--- config.mk ---
export PLATFORM = sky130hd
export DESIGN_NAME = bus_dma_master
export DESIGN_NICKNAME = d
export VERILOG_FILES = /design/src/rtl/bus_dma_master.sv
export SDC_FILE = /design/constraint.sdc
export NUM_CORES = 1
export LEC_CHECK = 0
export CORE_MARGIN = 5
export CORE_UTILIZATION = 44
export DETAILED_ROUTE_END_ITERATION = 8
export GPL_ROUTABILITY_DRIVEN = 0
export PLACE_DENSITY = 0.8
export REMOVE_ABC_BUFFERS = 1
export SYNTH_ARGS = -nofsm -noshare
export SYNTH_HDL_FRONTEND = slang
export SYNTH_SLANG_ARGS = --single-unit
--- constraint.sdc ---
create_clock -name clk -period 4.6 [get_ports clk]
set_input_delay 0.92 -clock clk [delete_from_list [all_inputs] [get_ports clk]]
set_output_delay 0.92 -clock clk [all_outputs]
set_load 0.1 [all_outputs]
--- src/rtl/bus_dma_master.sv ---
// Single-channel bus DMA master: copies `length` 64-bit words from src to dst,
// one read (REQ/CAP) and one write (WR) bus transaction per word.
module bus_dma_master (
  input  logic        clk,
  input  logic        reset_n,
  input  logic        start,
  input  logic [15:0] src_addr,
  input  logic [15:0] dst_addr,
  input  logic [7:0]  length,
  output logic        busy,
  output logic        done,
  output logic        m_req,
  output logic        m_wr,
  output logic [15:0] m_addr,
  output logic [63:0] m_dout,
  input  logic        m_grant,
  input  logic [63:0] m_din,
  output logic [2:0]  dbg_state
);

  typedef enum logic [2:0] {
    IDLE = 3'd0,
    REQ  = 3'd1,
    CAP  = 3'd2,
    WR   = 3'd3,
    DONE = 3'd4
  } state_e;

  state_e      state_q, state_d;
  logic [15:0] src_q, src_d;
  logic [15:0] dst_q, dst_d;
  logic [7:0]  len_q, len_d;
  logic [7:0]  cnt_q, cnt_d;
  logic [63:0] data_q, data_d;
  logic [15:0] cnt_ext;

  assign cnt_ext   = {8'd0, cnt_q};
  assign m_dout    = data_q;
  assign dbg_state = state_q;

  always_ff @(posedge clk) begin
    if (!reset_n) begin
      state_q <= IDLE;
      src_q   <= '0;
      dst_q   <= '0;
      len_q   <= '0;
      cnt_q   <= '0;
      data_q  <= '0;
    end else begin
      state_q <= state_d;
      src_q   <= src_d;
      dst_q   <= dst_d;
      len_q   <= len_d;
      cnt_q   <= cnt_d;
      data_q  <= data_d;
    end
  end

  // Bus handshake: m_req/m_wr/m_addr/m_dout are a request held stable until an
  // edge with m_grant=1 accepts it; read data arrives on m_din the cycle after
  // the granted read address, so CAP re-presents the address while capturing.
  always_comb begin
    state_d = state_q;
    src_d   = src_q;
    dst_d   = dst_q;
    len_d   = len_q;
    cnt_d   = cnt_q;
    data_d  = data_q;
    busy    = (state_q != IDLE);
    done    = 1'b0;
    m_req   = 1'b0;
    m_wr    = 1'b0;
    m_addr  = 16'h0000;
    case (state_q)
      IDLE: begin
        if (start) begin
          if (length != 8'd0) begin
            src_d   = src_addr;
            dst_d   = dst_addr;
            len_d   = length;
            cnt_d   = 8'd0;
            state_d = REQ;
          end else begin
            state_d = DONE;
          end
        end
      end
      REQ: begin
        m_req  = 1'b1;
        m_addr = src_q + cnt_ext;
        if (m_grant) state_d = CAP;
      end
      CAP: begin
        m_req  = 1'b1;
        m_addr = src_q + cnt_ext;
        if (m_grant) begin
          data_d  = m_din;
          state_d = WR;
        end else begin
          state_d = REQ;
        end
      end
      WR: begin
        m_req  = 1'b1;
        m_wr   = 1'b1;
        m_addr = dst_q + cnt_ext;
        if (m_grant) begin
          cnt_d   = cnt_q + 8'd1;
          state_d = (cnt_q + 8'd1 == len_q) ? DONE : REQ;
        end
      end
      DONE: begin
        done    = 1'b1;
        state_d = IDLE;
      end
      default: state_d = IDLE;
    endcase
  end

endmodule
==> results of run 1 <==
## synthesized netlist by cell type (all sizes together), types with 4 or more instances
master and instances:
xnor2 12, nand3 13, clkbuf 30, nand2 247
a21oi 118, xor2 14, dfxtp 115, ha 11
buf 14, and3 4, nor2 29, inv 9
mux2i 9, nor3 10, o21ai 7
## how the worst max path moves through the flow
stage | to | slack (ps)
finish | m_addr[12] | 230
global route | m_addr[12] | 2
CTS | m_addr[12] | 70
global placement | m_addr[12] | 650
detailed placement | m_addr[12] | 510
floorplan | m_dout[0] | -1790
## placed cells by master (no fill, tap or decap), types with 2 or more instances in the layout
cell,instances
xor2_1,14
nor3b_1,2
nand2_1,247
nor2_1,28
a21oi_1,118
a211oi_1,3
inv_1,9
bufinv_16,2
or3_1,2
a221oi_2,2
o21a_1,3
clkbuf_8,6
mux2i_1,9
o21ai_0,7
buf_12,13
clkbuf_16,17
dfxtp_2,3
buf_4,12
and3_1,3
dfxtp_1,112
and2_1,2
a21o_1,3
xnor2_1,12
clkdlybuf4s50_1,177
nand3_1,13
or4_1,2
nor3_1,9
ha_1,11
and4_1,3
clkbuf_1,3
clkinv_2,3
## report_power, final
group	switching, mW	total, mW	internal [mW]
combinational	0.366	0.563	0.197
clock	0.427	1.30	0.875
sequential	0.0330	1.07	1.04
total	0.826	2.94	2.11
## layer usage
| layer | GRT usage, % | up-vias | routed length (um) |
|---|---|---|---|
| met5 | 0 | - | 0 |
| met4 | 9.28 | 0 | 372 |
| met3 | 10.5 | 34 | 1690 |
| li1 | - | 2620 | - |
| met2 | 38.6 | 214 | 7840 |
| met1 | 23.8 | 2460 | 6020 |
## flip-flops by register name, summed over array words and instances, names as in the netlist
signal	count
dst_q	16
src_q	16
dbg_state	3
cnt_q	8
len_q	8
m_dout	64
## final cells by class
type                       instances  share of cell area [%]
clock inverter                     4                   0.887
clock buffer                      26                    6.58
multi-input combinational        517                    33.7
sequential                       115                    29.2
tap                              143                    2.27
timing repair buffer             202                    26.9
inverter                          10                   0.491
## through the flow
step / instances / cell area (sq um)
floorplan: 642 / 4990
global placement: 987 / 7300
detailed placement: 987 / 7300
CTS: 1017 / 7890
global route: 1017 / 7900
finish: 1017 / 7900
## tightest hold or removal path: cells and delay by family (launching register included)
family,cells,cell delay [ps]
AND/OR/NAND/NOR,1,50
flip-flops,1,300
AO/OA/AOI/OAI,1,50
## cell families (layout without fill, tap and decap cells)
logic type,after synthesis,in the layout,synth area share [%]
DFF,115,115,44.5
AOI/OAI and AO/OA,147,147,16.0
buffers and inverters,54,242,4.26
xor gates and xnor gates,26,26,4.40
adders and majority gates,12,12,3.05
and+or+nand+nor,322,322,25.8
muxes,10,10,1.96
==> summary.txt, run 1 <==
Timing
  • Slew Limit Headroom: 29.3%
  • Slew @ Worst Pin: 1060 ps
  • Fin crit share: 95.1%
  • Clock Skews: 8.34 ps
  • Setup WS post-layout: 226 ps
  • Fin. Hold Viols: 0
  • Hold WS: 452 ps
  • Final setup viols: 0
  • Fmax: 229 MHz
  • RSZ-0062 raised after global routing: no
  • Count of final max-slew check failures: 0
  • Minimum clock period: 4370 ps
  • Setup TNS: 0 ps

Setup path
  • Crit-path cells: nand3b_4, inv_1, nand2_1, nand2_1, ha_1, inv_1, fa_1, o21ai_0, a31oi_1, a221oi_2, xor2_1, nor2_1, buf_12
  • Worst R2R Path Depth: 7
  • Worst path depth: 13
  • Crit path launch: dbg_state[0]
  • Crit path max fanout: 11
  • CP required: 3680 ps
  • Critical path arrival: 3450 ps
  • CP top delay family: compound AO/OA/AOI/OAI gates
  • Worst r2r src: cnt_q[0]
  • Crit start category: flop
  • Setup slack, reg-to-reg: 2420 ps
  • CP Class: reg2out
  • Crit path buffers/inverters: 3
  • Critical Path End Type: output port
  • Slowest CP cell: dfxtp_2
  • Critical R2R Capture: dbg_state[2]
  • Crit path largest cell delay: 470 ps

Power and ir drop
  • Peak VDD IR: 270 uV
  • Total Power: 2.94 mW
  • Pleak: 2.92 nW
  • Pwr/cell area: 372 mW/mm^2

Global route
  • GRT Resource Usage Total: 22.5%
  • First-pass GRT wire length: 26200 um
  • Number of global-route vias before repair: 5391
  • Initial antenna violation count: 0
  • Total gr overflow: 0
  • Largest net degree at the start of global routing: 74

Floorplanning
  • Die area: 0.0140 sq mm
  • Die W: 118 um
  • CORE AREA: 0.0115 sq mm
  • Die height: 118 um
  • I/O pin count: 195
  • Starting density of the core: 45.1%
  • Rows: 39

Logic synthesis
  • Largest area contributor in the netlist: dfxtp_1
  • Main flop type after synthesis: dfxtp_1
  • Synthesized area: 0.00517 sq mm
  • Asr flop ratio synth: 0%
  • Top cells by area, synth: dfxtp_1 (44%), nand2_1 (18%), a21oi_1 (11%), ha_1 (2.7%), xor2_1 (2.4%)
  • Synth unique cells: 48
  • Sequential fraction of the synthesis area: 44.5%
  • #FFs+latches synth: 115
  • Synth top area share: 44.5%
  • Post-synth EDFFs: 0
  • Mapped Cells: 686
  • Yosys synthesis warning count: 0
  • Mean post-synth cell area: 7.54 sq um

Layout
  • ANT cells: 0
  • Final core occ: 68.8%
  • Layout Nets: 983
  • Share of layout cells above drive strength 1: 7.78%
  • Area Overhead vs Synth: 52.6%
  • Reg area: 0.00231 sq mm
  • # fillers: 911
  • Combined area of the multi-input logic cells: 0.00266 sq mm

Clock tree
  • Clock H-tree levels: 4
  • Worst-case clock buffer depth: 2
  • Post-CTS Setup Inserts: 0
  • CTS Buf Count: 17
  • Clk_lat worst skew: 410 ps
  • CTS tree: done
  • Hold_buf cts: 0
  • Clock transition at the registers of the reported paths: 50 ps
  • Root Buffer: clkbuf_16
  • CTS Sinks: 115
  • PostCTS Resize Cnt: 0

Drt
  • Vias: 5328
  • Vias/cell: 5.24
  • Detailed-route DRC error count: 0
  • Avg WL per Cell: 15.6 um
  • Initial DRC count: 302
  • TritonRoute pass-1 iters: 5
  • ANT nets after route: 0
  • Post-Route WL: 15900 um

Placed design
  • PortBufs: 194
  • HPWL after detailed placement: 11500 um
  • Placement Setup Slack: 514 ps

Hold path
  • Hold endpoint: m_dout[3]
  • Worst hold start: m_dout[3]
  • Hold path depth: 2
  • Worst Hold Class: reg2reg

Status
  • Status: completed

Job
  • Max_cap viols: 0
(Power assumes the default switching activity.)
==> run 2, diff against run 1 <==
--- a/config.mk
+++ b/config.mk
@@ -9,6 +9,7 @@
 export CORE_UTILIZATION = 44
 export DETAILED_ROUTE_END_ITERATION = 8
 export GPL_ROUTABILITY_DRIVEN = 0
+export HOLD_SLACK_MARGIN = 0.03
 export PLACE_DENSITY = 0.8
 export REMOVE_ABC_BUFFERS = 1
 export SYNTH_ARGS = -nofsm -noshare
==> results of run 2 <==
The final DEF is identical to that of run 1; final timing and power are the same.
==> run 3, diff against run 2 <==
--- a/config.mk
+++ b/config.mk
@@ -12,6 +12,7 @@
 export HOLD_SLACK_MARGIN = 0.03
 export PLACE_DENSITY = 0.8
 export REMOVE_ABC_BUFFERS = 1
+export SKIP_CTS_REPAIR_TIMING = 1
 export SYNTH_ARGS = -nofsm -noshare
 export SYNTH_HDL_FRONTEND = slang
 export SYNTH_SLANG_ARGS = --single-unit
==> results of run 3 <==
The final DEF is identical to that of run 1; final timing and power are the same.
